<file path="config.mk">
export PLATFORM = sky130hd
export DESIGN_NAME = game_event_tracker
export DESIGN_NICKNAME = d
export VERILOG_FILES = /design/src/rtl/game_event_tracker.sv
export SDC_FILE = /design/constraint.sdc
export NUM_CORES = 1
export LEC_CHECK = 0
export CAP_MARGIN = 5
export CORE_MARGIN = 5
export CORE_UTILIZATION = 35
export DETAILED_ROUTE_END_ITERATION = 6
export HOLD_SLACK_MARGIN = 0.1
export SLEW_MARGIN = 10
export SYNTH_ARGS = -nofsm -noshare
export SYNTH_HDL_FRONTEND = slang
export SYNTH_SLANG_ARGS = --single-unit
export TNS_END_PERCENT = 5
</file>
<file path="constraint.sdc">
create_clock -name pixel_clk -period 5.5 [get_ports pixel_clk]
set_input_delay 1.375 -clock pixel_clk [delete_from_list [all_inputs] [get_ports pixel_clk]]
set_output_delay 1.375 -clock pixel_clk [all_outputs]
set_load 0.1 [all_outputs]
</file>
<file path="src/rtl/game_event_tracker.sv">
// Frame-aligned game events from per-pixel overlaps and fire button; collisions commit on fsync.
// Latency: event pulses one cycle after the fsync edge; no backpressure, every commit is taken.
module game_event_tracker #(
    parameter int NUM_ALIENS      = 16,
    parameter int ALIEN_IDX_W     = 4,
    parameter int START_LIVES     = 3,
    parameter int LIVES_W         = 2,
    parameter int POINTS          = 10,
    parameter int DEBOUNCE_FRAMES = 3,
    parameter int INVULN_FRAMES   = 60
) (
    input  logic                   pixel_clk,
    input  logic                   rst_n,
    input  logic                   fsync,
    input  logic                   active_obj,
    input  logic [ALIEN_IDX_W-1:0] alien_id,
    input  logic                   active_missile,
    input  logic                   active_paddle,
    input  logic                   fire_btn,
    input  logic                   game_start,
    input  logic                   level_start,
    output logic                   ready_up,
    output logic                   alien_hit,
    output logic [NUM_ALIENS-1:0]  alien_alive,
    output logic                   all_aliens_dead,
    output logic                   player_hit,
    output logic [LIVES_W-1:0]     lives,
    output logic                   no_lives,
    output logic [15:0]            score
);

    localparam int INV_W = $clog2(INVULN_FRAMES + 1);
    localparam int CNT_W = $clog2(DEBOUNCE_FRAMES + 1);
    localparam int POP_W = $clog2(NUM_ALIENS + 1);

    typedef enum logic [1:0] {
        S_IDLE,
        S_COUNT,
        S_ARMED_WAIT_RELEASE
    } db_state_t;

    logic [NUM_ALIENS-1:0] r_alien_alive;
    logic [NUM_ALIENS-1:0] r_kill_pend;
    logic                  r_player_pend;
    logic [LIVES_W-1:0]    r_lives;
    logic [15:0]           r_score;
    logic [INV_W-1:0]      r_invuln_cnt;
    logic                  r_alien_hit;
    logic                  r_player_hit;

    logic                  r_fire_meta;
    logic                  r_fire_sync;
    db_state_t             r_db_state;
    logic [CNT_W-1:0]      r_db_cnt;
    logic                  r_ready_up;

    logic [NUM_ALIENS-1:0] w_kill_set;
    logic                  w_player_set;
    logic [POP_W-1:0]      w_pop;
    logic [16:0]           w_points;
    logic [16:0]           w_score_sum;
    logic [15:0]           w_score_next;

    // Ids outside the formation match no bit, so they are dropped without a range check.
    always_comb begin
        w_kill_set = '0;
        for (int i = 0; i < NUM_ALIENS; i++) begin
            w_kill_set[i] = active_missile & active_obj & (int'(alien_id) == i) & r_alien_alive[i];
        end
    end

    assign w_player_set = active_paddle & active_obj & (r_invuln_cnt == '0);

    always_comb begin
        w_pop = '0;
        for (int i = 0; i < NUM_ALIENS; i++) begin
            w_pop = w_pop + POP_W'(r_kill_pend[i]);
        end
    end

    assign w_points     = 17'(w_pop) * 17'(POINTS);
    assign w_score_sum  = {1'b0, r_score} + w_points;
    assign w_score_next = w_score_sum[16] ? 16'hFFFF : w_score_sum[15:0];

    always_ff @(posedge pixel_clk or negedge rst_n) begin
        if (!rst_n) begin
            r_alien_alive <= '0;
            r_kill_pend   <= '0;
            r_player_pend <= 1'b0;
            r_lives       <= '0;
            r_score       <= '0;
            r_invuln_cnt  <= '0;
            r_alien_hit   <= 1'b0;
            r_player_hit  <= 1'b0;
        end else begin
            r_alien_hit  <= 1'b0;
            r_player_hit <= 1'b0;
            if (game_start) begin
                r_alien_alive <= '1;
                r_kill_pend   <= '0;
                r_player_pend <= 1'b0;
                r_lives       <= LIVES_W'(START_LIVES);
                r_score       <= '0;
                r_invuln_cnt  <= '0;
            end else if (level_start) begin
                r_alien_alive <= '1;
                r_kill_pend   <= '0;
                r_player_pend <= 1'b0;
            end else if (fsync) begin
                r_alien_alive <= r_alien_alive & ~r_kill_pend;
                r_score       <= w_score_next;
                r_alien_hit   <= |r_kill_pend;
                if (r_player_pend && (r_lives != '0)) begin
                    r_lives      <= r_lives - LIVES_W'(1);
                    r_player_hit <= 1'b1;
                    r_invuln_cnt <= INV_W'(INVULN_FRAMES);
                end else if (r_invuln_cnt != '0) begin
                    r_invuln_cnt <= r_invuln_cnt - INV_W'(1);
                end
                // Overlaps seen on the fsync cycle itself start the next frame's pending set.
                r_kill_pend   <= w_kill_set;
                r_player_pend <= w_player_set;
            end else begin
                r_kill_pend   <= r_kill_pend | w_kill_set;
                r_player_pend <= r_player_pend | w_player_set;
            end
        end
    end

    always_ff @(posedge pixel_clk or negedge rst_n) begin
        if (!rst_n) begin
            r_fire_meta <= 1'b0;
            r_fire_sync <= 1'b0;
        end else begin
            r_fire_meta <= fire_btn;
            r_fire_sync <= r_fire_meta;
        end
    end

    // Button is only looked at once per frame, which is what makes the count a debounce.
    always_ff @(posedge pixel_clk or negedge rst_n) begin
        if (!rst_n) begin
            r_db_state <= S_IDLE;
            r_db_cnt   <= '0;
            r_ready_up <= 1'b0;
        end else begin
            r_ready_up <= 1'b0;
            if (fsync) begin
                case (r_db_state)
                    S_IDLE: begin
                        if (r_fire_sync) begin
                            if (DEBOUNCE_FRAMES <= 1) begin
                                r_ready_up <= 1'b1;
                                r_db_state <= S_ARMED_WAIT_RELEASE;
                                r_db_cnt   <= '0;
                            end else begin
                                r_db_state <= S_COUNT;
                                r_db_cnt   <= CNT_W'(1);
                            end
                        end
                    end
                    S_COUNT: begin
                        if (!r_fire_sync) begin
                            r_db_state <= S_IDLE;
                            r_db_cnt   <= '0;
                        end else if (r_db_cnt == CNT_W'(DEBOUNCE_FRAMES - 1)) begin
                            r_ready_up <= 1'b1;
                            r_db_state <= S_ARMED_WAIT_RELEASE;
                            r_db_cnt   <= '0;
                        end else begin
                            r_db_cnt <= r_db_cnt + CNT_W'(1);
                        end
                    end
                    S_ARMED_WAIT_RELEASE: begin
                        if (!r_fire_sync) begin
                            r_db_state <= S_IDLE;
                        end
                    end
                    default: begin
                        r_db_state <= S_IDLE;
                        r_db_cnt   <= '0;
                    end
                endcase
            end
        end
    end

    assign ready_up        = r_ready_up;
    assign alien_hit       = r_alien_hit;
    assign alien_alive     = r_alien_alive;
    assign all_aliens_dead = (r_alien_alive == '0);
    assign player_hit      = r_player_hit;
    assign lives           = r_lives;
    assign no_lives        = (r_lives == '0);
    assign score           = r_score;

endmodule

</file>
# Yosys cells after proc, flatten, opt, wreduce, memory -nomap -nowiden
# Index checks and enable logic that the tools add are counted.
# op_classes
n_mux,41
mul,1
reduce_logical,18
bitwise_logic,40
add_sub_neg,19
n_eq_ne,22
# op_table
operator,n
2-to-1 mux 16 bit,10
adder 5 x 1 -> 5 bit,11
bitwise AND 1 bit,35
"== test 4 bit, second input constant",8
2-to-1 mux 6 bit,5
2-to-1 mux 2 bit,10
adder 16 x 9 -> 17 bit,1
bitwise AND 16 bit,1
"== test 4 x 3 -> 1 bit, second input constant",4
zero test 16 bit,1
inverter 16 bit,1
OR 16 bit,1
OR reduction 16 bit,1
2-to-1 mux 1 bit,14
one-hot mux 2 bit (3 select lines),2
AND reduction 3 bit,3
"== test 4 x 2 -> 1 bit, second input constant",2
"multiplier 5 x 3 -> 8 bit, second input constant",1
zero test 6 bit,1
"inequality test 2 bit, second input constant",3
nonzero test 2 bit,3
nonzero test 3 bit,2
nonzero test 6 bit,1
"subtractor 6 x 1 -> 6 bit, second input constant",1
17 further kinds,19
# word_totals
out_inout_bits,39
elab_cells,154
input_bits,13
register_bits,66

# Logic depth before layout (Yosys ltp)
# Gate-level depths: netlist of the first run.
# depth
depth_word,21
ltp_mapped,25
mapped_depth_nobuf,24

# Worst setup path before layout of the first run
# Ideal clock, no wire load.
# synth_timing
kind,register to register
startpoint,reg r_kill_pend[0]
endpoint,reg r_score[11] (netlist: score[11])
arrival_ns,5.504
synth_period_minus_slack_ns,5.632
path_slack_ns,-0.132
path_buffers,0
setup_ns,0.128
t_required_ns,5.372
stages_incl_launch_ff,22
path_cell_list,dfrtp_1 > inv_1 > fa_1 > fa_1 > fa_1 > fa_1 > inv_1 > ha_1 > fa_1 > a21o_1 > nand2_1 > inv_1 > ha_1 > fa_1 > xor2_1 > ha_1 > and3_2 > a221oi_2 > o21ai_2 > nand3_1 > xor2_1 > o21ai_0
# synth_via
elab_chain_cells,21
# synth_lines
item,line,source
"start, declared",43,logic [NUM_ALIENS-1:0] r_kill_pend;
"start signal, assigned",121,r_kill_pend <= w_kill_set;
"start signal, assigned",124,r_kill_pend <= r_kill_pend | w_kill_set;
adder 1 x 1 -> 2 bit,77,w_pop = w_pop + POP_W'(r_kill_pend[i]);
adder 2 x 1 -> 3 bit,77,
adder 3 x 1 -> 4 bit,77,
adder 4 x 1 -> 5 bit,77,
adder 5 x 1 -> 5 bit (11 in a row),77,
multiplier 5 x 3 -> 8 bit,81,assign w_points = 17'(w_pop) * 17'(POINTS);
adder 16 x 9 -> 17 bit,82,"assign w_score_sum = {1'b0, r_score} + w_points;"
2-to-1 mux 16 bit,83,assign w_score_next = w_score_sum[16] ? 16'hFFFF : w_score_sum[15:0];
2-to-1 mux 16 bit,109,end else if (fsync) begin
2-to-1 mux 16 bit,105,end else if (level_start) begin
2-to-1 mux 16 bit,98,if (game_start) begin
"end signal, assigned",111,r_score <= w_score_next;
"end, declared",46,logic [15:0] r_score;
# Every way passes these cells. The select of a mux whose other input is x is not followed.
# A chain may end at the register's enable or synchronous reset.

# Worst setup path in the final report of the first run
# layout_timing
startpoint,reg r_kill_pend[11]
endpoint,reg r_score[14] (netlist: score[14])
# layout_via
elab_chain_cells,11
# layout_lines
item,line
adder 5 x 1 -> 5 bit (5 in a row),77
multiplier 5 x 3 -> 8 bit,81
adder 16 x 9 -> 17 bit,82
2-to-1 mux 16 bit,83
2-to-1 mux 16 bit,109
2-to-1 mux 16 bit,105
2-to-1 mux 16 bit,98
# Every way passes these cells. The select of a mux whose other input is x is not followed.

==> flow_metrics.py, run 1 <==
metrics = {
    "critical_path": {
        "path_max_fanout": 5,
        "crit_arrival_ns": 5.91,
        "required_ns": 5.79,
        "start_kind": "flop",
        "path_class": "reg2reg",
        "end_kind": "flop",
    },
    "clock_tree": {
        "cts_tree": "built",
        "cts.sinks": 66,
        "cts_hold_buf": 0,
        "clkTransAtPathRegs_ns": 0.08,
        "clkLatencyLatePin_ns": 0.35,
        "cts_buffer_depth": 2,
        "h-tree-depth": 3,
        "cts_root_buffer": "clkbuf_8",
        "cts_buffers": 9,
    },
    "sta": {
        "fmax_mhz": 177.9,
        "relSlewSlack": 0.2757,
        "rsz0062_at_grt": "true",
        "hold_slack_ns": 0.3518,
        "post-route-min-period_ns": 5.623,
        "post-route-period-util": 1.022,
        "fin_skew_ns": 0.005369,
        "slew_violations": 0,
        "layout_setup_ws_ns": -0.1227,
        "timing.final.hold_violations": 0,
        "worstMarginPinSlew_ns": 1.085,
        "tns_ns": -1.085,
        "setup_viol": 16,
    },
    "cells_and_area": {
        "drive_above_1_share": 0.1975,
        "n_fill_cell": 992,
        "fin_area_mm2": 0.005040,
        "nets": 513,
        "antennaDiodeCount": 0,
        "synthToLayoutAreaGrowth_pct": 34.63,
    },
    "floorplan": {
        "core-area_mm2": 0.01037,
        "start_util": 0.3610,
        "die_area_mm2": 0.01286,
        "dieHeight_um": 113.4,
        "fp-row-count": 37,
        "fp.dieW_um": 113.4,
        "ioPinCount": 52,
    },
    "route": {
        "routed_wl_mm": 9.676,
        "drc": 0,
        "wire_per_inst_um": 15.94,
        "vias": 3119,
        "ant_nets": 0,
        "dr.pass1.iters": 6,
        "viasPerCell": 5.138,
        "drt_iter0_markers": 125,
    },
    "outcome": {
        "status": "finished with violations",
        "violations": "setup timing",
    },
    "global_route": {
        "grt_first_pass_wirelength_mm": 15.50,
        "busiest_layer": "met2",
        "grt-ovfl-total": 0,
        "grt_max_degree": 36,
        "grt_pass1_vias": 3102,
        "grt_use_met2": 0.2405,
        "antenna_found_initial": 0,
        "grt_use_met1": 0.2065,
        "track_usage": 0.1512,
        "global_route.usage.met3": 0.03077,
    },
    "job": {
        "maxCapViolations": 0,
    },
    "synth": {
        "synthCells": 383,
        "seq_area_frac_synth": 0.4412,
        "syn_nets": 430,
        "syn_area_mm2": 0.003744,
        "yosys_warnings": 0,
        "ys_seq_elements": 66,
        "synth_cell_types": 47,
        "synth.avg_cell_area_um2": 9.774,
    },
    "power_and_ir_drop": {
        "p_total_mw": 1.089,
        "powerDensity_mw_per_mm2": 216.0,
        "p_leak_nw": 2.170,
        "peakVddDrop_mv": 0.09213,
    },
    "placed_design": {
        "io_buffers": 51,
        "hpwl_mm": 6.877,
        "place_area_mm2": 0.004588,
        "gp_congestion": 0.8403,
    },
    "hold_path": {
        "hold_path.class": "reg2reg",
    },
}
==> sequential cells by signal (all words and copies together), names as in the netlist, 2 cells and up <==
name and count:
r_invuln_cnt 6, score 16, r_kill_pend 16, alien_alive 16, r_db_cnt 2, lives 2, r_db_state 2
==> repair_timing <==
action,4_1_cts,5_1_grt
endpoints found under the setup margin,16,16
pin swaps,17,34
setup buffers,1,6
resized for setup,12,33
==> where the power goes <==
part           switching (mW)  internal (mW)
Combinational          0.0998         0.0573
Clock                   0.199          0.208
Sequential             0.0185          0.505
Total                   0.318          0.771
==> worst paths after layout <==
path	startpoint	to	slack, ns	cells after the start
min	r_fire_meta	r_fire_sync	0.35	0
max reg2reg	r_kill_pend[11]	score[14]	-0.12	18
min in group asynchronous	rst_n	alien_alive[13]	1.07	1
max	r_kill_pend[11]	score[14]	-0.12	18
max in group asynchronous	rst_n	score[2]	3.48	2
min reg2reg	r_fire_meta	r_fire_sync	0.35	0
==> critical path, stage by stage (launching register included) <==
cell       delay (ns)
dfrtp_1          0.35
inv_1            0.08
fa_1             0.51
fa_1             0.57
fa_2             0.45
fa_1             0.51
inv_2            0.05
ha_4             0.16
fa_2             0.58
ha_4             0.22
ha_4             0.16
fa_2             0.58
ha_4             0.20
a21o_1           0.20
a31o_1           0.23
o2111ai_4        0.23
nand2_4          0.10
a311o_1          0.32
nand2_1          0.06
==> area by class of cell <==
class | instances | area (um2) | share of cell area
Clock buffer | 9 | 123.9 | 0.02458
Clock inverter | 7 | 68.82 | 0.01365
Inverter | 35 | 131.4 | 0.02607
Multi-Input combinational cell | 271 | 2137 | 0.4240
Sequential cell | 66 | 1652 | 0.3277
Tap cell | 136 | 170.2 | 0.03376
Timing Repair Buffer | 83 | 757.0 | 0.1502
==> Yosys cell counts (all sizes together) <==
library cell / n / share of area
xnor2: 8 / 0.019
a21o: 5 / 0.010
or2: 2 / 0.0033
nor3: 3 / 0.0040
or3: 2 / 0.0033
a21oi: 14 / 0.019
and2: 2 / 0.0033
a211o: 1 / 0.0023
inv: 35 / 0.035
a22oi: 6 / 0.012
nand3b: 1 / 0.0020
o21ai: 37 / 0.050
ha: 22 / 0.074
nor4b: 1 / 0.0023
fa: 12 / 0.064
a32oi: 13 / 0.030
nor2: 32 / 0.037
a221oi: 1 / 0.0040
clkbuf: 6 / 0.0060
nand3: 8 / 0.012
buf: 5 / 0.012
a31oi: 2 / 0.0033
nor3b: 2 / 0.0040
a22o: 3 / 0.0070
and3: 4 / 0.0070
a41o: 1 / 0.0030
dfrtp: 66 / 0.44
o211ai: 3 / 0.0060
and4: 2 / 0.0047
xor2: 8 / 0.019
nand4: 6 / 0.010
nand2b: 4 / 0.0067
a31o: 1 / 0.0023
nor2b: 7 / 0.012
nand2: 48 / 0.049
nor4: 7 / 0.012
a311o: 1 / 0.0027
o2111ai: 2 / 0.0063
==> cell usage in the layout (no fill, tap or decap), types with 11 or more instances in the layout <==
cell type,n
a21oi_1,11
a32oi_1,13
nand2_1,46
inv_1,27
ha_1,13
clkdlybuf4s50_1,50
nor2_1,28
dfrtp_1,66
buf_4,29
o21ai_0,31
==> per-layer routing <==
layer	routed length [um]	share of wire
met4	157	0.016
met5	0	0
met3	410	0.042
met1	4623	0.48
met2	4485	0.46
==> metrics by stage <==
step | cells | setup WS [ns] | utilization
6_report | 607 | -0.1227 | 0.4860
5_1_grt | 607 | -0.3277 | 0.4860
4_1_cts | 601 | -0.1825 | 0.4659
3_5_place_dp | 584 | -0.4049 | 0.4424
3_3_place_gp | 584 | -0.2533 | 0.4424
2_1_floorplan | 383 | -0.01745 | -
==> logic make-up (layout without fill, tap and decap cells) <==
logic type,Yosys count,count (layout),synth area share
buffers and inverters,46,134,0.05281
xor gates and xnor gates,16,16,0.03743
DFF,66,66,0.4412
AOI/OAI and AO/OA,90,90,0.1588
adders and majority gates,34,34,0.1377
and+or+nand+nor,131,131,0.1721
Power figures use the tool's default switching activity.
==> inputs of run 2 (changes only) <==
- CORE_UTILIZATION: 35 -> 50
- PLACE_DENSITY: not set -> 0.77
==> run 2 against run 1 <==
Net effect:
- design area is 2.5% lower
- clock power is 15% higher
- core utilization is 19 points higher
- sequential power hardly changed
- via count is 2.1% higher
- die area is 28% lower
- largest power group unchanged
- hold slack worse by 0.0085 ns
- the flow still finishes with violations (setup timing)
==> flow_metrics.py, run 2 (synthesis results as in run 1) <==
metrics = {
    "sta": {
        "relSlewSlack": 0.3377,
        "slew_violations": 0,
        "setup_viol": 16,
        "fin_skew_ns": 0.01403,
        "post-route-min-period_ns": 5.658,
        "rsz0062_at_grt": "true",
        "layout_setup_ws_ns": -0.1582,
        "post-route-period-util": 1.029,
        "worstMarginPinSlew_ns": 0.9924,
        "timing.final.hold_violations": 0,
        "fmax_mhz": 176.7,
    },
    "critical_path": {
        "reg2reg_slack_ns": -0.16,
        "end_kind": "flop",
        "required_ns": 5.71,
        "path_class": "reg2reg",
        "path_max_fanout": 4,
        "crit_arrival_ns": 5.87,
        "start_kind": "flop",
    },
    "cells_and_area": {
        "final_common_cell": "dfrtp_1",
        "drive_above_1_share": 0.1845,
        "fin_util": 0.6772,
        "antennaDiodeCount": 0,
        "mostFrequentLayoutCells": "dfrtp_1 (66), clkdlybuf4s50_1 (50), nand2_1 (45), nor2_1 (28), o21ai_0 (28)",
        "synthToLayoutAreaGrowth_pct": 31.22,
        "nets": 508,
    },
    "global_route": {
        "track_usage": 0.2201,
        "antenna_found_initial": 0,
        "grt_first_pass_wirelength_mm": 15.63,
        "grt_max_degree": 35,
        "grt-ovfl-total": 0,
        "grt_pass1_vias": 3190,
    },
    "floorplan": {
        "ioPinCount": 52,
        "dieHeight_um": 96.53,
        "start_util": 0.5161,
        "fp-row-count": 31,
        "core-area_mm2": 0.007253,
        "fp.dieW_um": 96.53,
        "die_area_mm2": 0.009318,
    },
    "route": {
        "viasPerCell": 5.634,
        "drt_iter0_markers": 184,
        "dr.pass1.iters": 4,
        "vias": 3183,
        "ant_nets": 0,
        "wire_per_inst_um": 16.62,
        "drc": 0,
        "routed_wl_mm": 9.389,
    },
    "clock_tree": {
        "cts_buffer_depth": 2,
        "clkTransAtPathRegs_ns": 0.07,
        "cts_root_buffer": "clkbuf_8",
        "cts.sinks": 66,
        "cts_hold_buf": 0,
        "cts_tree": "built",
        "h-tree-depth": 3,
        "cts_buffers": 9,
        "clkLatencyLatePin_ns": 0.35,
    },
    "placed_design": {
        "io_buffers": 51,
        "hpwl_mm": 6.536,
        "gp_congestion": 0.8636,
        "post-place-ws_ns": -0.3161,
    },
    "power_and_ir_drop": {
        "p_leak_nw": 2.170,
        "powerDensity_mw_per_mm2": 233.7,
        "peakVddDrop_mv": 0.2654,
    },
    "hold_path": {
        "hold_path.class": "reg2reg",
    },
    "outcome": {
        "violations": "setup timing",
        "status": "finished with violations",
    },
    "job": {
        "maxCapViolations": 0,
    },
}
## run 2: cell types whose count changed in the layout (fill, tap and decap cells not counted), sizes merged
cell      change
bufinv        +1
buf           -5
inv           -1
clkbuf        +1
clkinvlp      -1
## run 2: layout make-up
type / instances / area, um2
clock inverter: 6 / 90.09
timing repair buffer: 78 / 715.7
fill: 585 / 2341
multi-input combinational: 271 / 2062
inverter: 35 / 131.4
sequential: 66 / 1652
tap: 99 / 123.9
clock buffer: 10 / 137.6
## run 2: path summary, 6_finish.rpt
kind / cells past startpoint / startpoint / end
min in group asynchronous: 1 / rst_n / alien_alive[6]
hold / removal: 0 / r_fire_meta / r_fire_sync
setup reg to reg: 20 / r_kill_pend[5] / score[9]
setup / recovery: 20 / r_kill_pend[5] / score[9]
hold reg to reg: 0 / r_fire_meta / r_fire_sync
max in group asynchronous: 2 / rst_n / r_fire_meta
## run 2: routing by layer
metal	share of wire	wire length [um]	GRT usage	vias to the layer above
met5	0	0	0	-
met4	0.012	115	0.06425	0
met3	0.086	807	0.06197	16
met2	0.47	4452	0.3414	141
met1	0.43	4014	0.3021	1539
li1	-	-	-	1487
## run 2: what timing repair did
| action | CTS | global route |
|---|---|---|
| setup endpoints to repair | 16 | 16 |
| buffers inserted | 2 | 6 |
| gates resized for setup | 18 | 24 |
| pin swaps | 15 | 26 |
## run 2: worst max-delay path, cell delays in order (launching register included)
cell and delay [ns]:
dfrtp_1 0.36, inv_2 0.05, fa_1 0.50, fa_1 0.57
fa_2 0.47, fa_1 0.54, inv_2 0.05, ha_4 0.16
fa_2 0.40, xor2_4 0.19, ha_2 0.22, ha_4 0.17
fa_2 0.56, ha_4 0.21, a21o_1 0.18, buf_6 0.12
a221oi_4 0.33, o21ai_4 0.13, buf_6 0.14, xnor2_2 0.11
o21ai_1 0.07
## run 2: report_power, final
part | switching [mW] | internal [mW] | leakage (nW)
combinational | 0.0964 | 0.0564 | 1.24
clock | 0.203 | 0.268 | 0.112
sequential | 0.0187 | 0.505 | 0.815
total | 0.318 | 0.830 | 2.17
## run 2: per-stage QoR
stage | total power, mW | setup TNS (ns) | area [um2] | hold WS (ns) | std cells
floorplan | 0.6359 | -0.03398 | 3791 | 0.3312 | 383
global placement | 0.6780 | -2.537 | 4497 | 0.3342 | 541
detailed placement | 0.6835 | -4.322 | 4497 | 0.3385 | 541
CTS | 1.155 | -1.440 | 4798 | 0.3494 | 559
global route | 1.210 | -4.598 | 4912 | 0.3605 | 565
finish | 1.148 | -1.654 | 4912 | 0.3433 | 565
==> RTL change: new RTL, settings of run 1 <==
Add an input register stage for `fire_btn`, without a reset; this delays it by one clock. The other inputs are not delayed to match.
--- a/src/rtl/game_event_tracker.sv
+++ b/src/rtl/game_event_tracker.sv
@@ -38,6 +38,12 @@
         S_COUNT,
         S_ARMED_WAIT_RELEASE
     } db_state_t;
+
+    logic fire_btn_q;
+
+    always_ff @(posedge pixel_clk) begin
+        fire_btn_q <= fire_btn;
+    end
 
     logic [NUM_ALIENS-1:0] r_alien_alive;
     logic [NUM_ALIENS-1:0] r_kill_pend;
@@ -132,7 +138,7 @@
             r_fire_meta <= 1'b0;
             r_fire_sync <= 1'b0;
         end else begin
-            r_fire_meta <= fire_btn;
+            r_fire_meta <= fire_btn_q;
             r_fire_sync <= r_fire_meta;
         end
     end
Behaviour: not the same (a bounded check fails within 10 cycles, from zero or initial values and one cycle with rst_n low).
==> RTL change against run 1 <==
The flow still finishes with violations (setup timing). Routed wire length grew 1.4%. Power grew 1.3%. Clock skew grew 0.0033 ns. Worst setup slack lost 0.028 ns. Via count grew 2.3%. Synthesized area grew 0.70%. Sequential cell count grew 1. Synthesized cell count grew 1.0%. Sequential share of layout area grew 0.92 points. Fmax shrank 0.50%. Design area shrank 1.6%. Global-route usage grew 0.70 points. Hold slack lost 0.022 ns. Critical endpoint is now score[15].
==> RTL change: results (changes against run 1) <==
Status:
- Result of the run: finished, violations left (unchanged).
- Violated checks: setup timing (unchanged).

Global route:
- The met2 capacity usage during global routing was 0.245 (was 0.241).
- The global-route total usage across every layer is 0.158 (was 0.151).
- The largest net degree at the start of global routing is 42 (was 36).
- The via count of the first global-routing pass is 3257 (was 3102).

Timing:
- The final critical-path setup slack is -0.151 ns (was -0.123 ns).
- The clock skew after layout is 0.00871 ns (was 0.00537 ns).
- The total negative slack for setup checks is -1.42 ns (was -1.09 ns).
- The measured slew at the worst slew-check pin is 0.987 ns (was 1.09 ns).
- The number of setup violations in the final report is 16 (unchanged).

Finish:
- The count of multi-input gates is 273 (was 271).
- The total number of sequential cells was 67 (was 66).
- The core occupancy in the finished layout came to 0.476 (was 0.486).
- The number of fill cells in the layout is 988 (was 992).
- The multi-input gate area in the final layout is 2050 um^2 (was 2140 um^2).
- The net total in the final layout was 519 (was 513).

Route:
- The number of iterations in the first detailed-routing pass is 4 (was 6).
- The via count normalized by instance count is 5.21 (was 5.14).
- The sum of routed wire segments on met1 is 4610 um (was 4620 um).
- The starting DRC count in detailed routing is 200 (was 125).

Pwr:
- The portion of total power attributed to combinational logic is 0.174 (was 0.144).
- The power drawn by the sequential cells is 0.536 mW (was 0.524 mW).
- The part of the total power dissipated in the clock network came to 0.341 (was 0.374).
- The peak supply drop is 101 uV (was 92.1 uV).

Placement:
- The minimum setup slack after placement was -0.223 ns (was -0.405 ns).
- The placed standard-cell area is 4620 um^2 (was 4590 um^2).
- The total half-perimeter wirelength after legalization and detailed placement is 7150 um (was 6880 um).

Worst setup path:
- The maximum fanout count along the critical path is 13 (was 5).
- The worst path arrival time is 5.88 ns (was 5.91 ns).

Clock tree:
- The quantity of gates resized following cts is 14 (was 12).
- The number of setup buffers added after CTS is 8 (was 1).

Synth:
- Cells taking the most area after synthesis: sky130_fd_sc_hd__dfrtp_1, sky130_fd_sc_hd__ha_1, sky130_fd_sc_hd__fa_1 (unchanged).
- The share of flip-flops with an asynchronous set or reset is 0.985 (was 1.00).
-- RTL change: cell types whose count changed in the layout (fill, tap and decap cells not counted), moves of 3 or more --
cell and change:
sky130_fd_sc_hd__o21ai_0 -3, sky130_fd_sc_hd__clkbuf_1 +3, sky130_fd_sc_hd__nand3_2 -3, sky130_fd_sc_hd__a22o_1 -3
sky130_fd_sc_hd__nor2_2 -3, sky130_fd_sc_hd__buf_6 -3, sky130_fd_sc_hd__ha_4 -5, sky130_fd_sc_hd__a21oi_1 +3
sky130_fd_sc_hd__a21o_1 +4, sky130_fd_sc_hd__ha_1 +5, sky130_fd_sc_hd__o21ai_1 -4, sky130_fd_sc_hd__buf_4 +5
-- RTL change: worst paths after layout --
| kind | start | to | slack (ns) |
|---|---|---|---|
| setup reg to reg | r_kill_pend[13] | score[15] | -0.15 |
| setup / recovery | r_kill_pend[13] | score[15] | -0.15 |
| max in group asynchronous | rst_n | player_hit | 3.52 |
| hold reg to reg | fire_btn_q | r_fire_meta | 0.33 |
| hold / removal | fire_btn_q | r_fire_meta | 0.33 |
| min in group asynchronous | rst_n | alien_alive[1] | 1.03 |
-- RTL change: critical path: cells and delay by family (launching register included) --
family                     cells  cell delay [ns]
adders and majority gates     10             3.69
buffers and inverters          2             0.14
DFF                            1             0.38
and+or+nand+nor                1             0.52
AOI/OAI and AO/OA              4             0.59
xor gates and xnor gates       1             0.23
-- RTL change: cell families (layout without fill, tap and decap cells) --
| group | Yosys count | in the layout | synth area share |
|---|---|---|---|
| buffers and inverters | 47 | 137 | 0.0498 |
| adder cells (fa/ha/maj) | 34 | 34 | 0.137 |
| XOR/XNOR | 14 | 14 | 0.0325 |
| AND/OR/NAND/NOR | 128 | 128 | 0.167 |
| AO/OA/AOI/OAI | 97 | 97 | 0.170 |
| flip-flops | 67 | 67 | 0.443 |
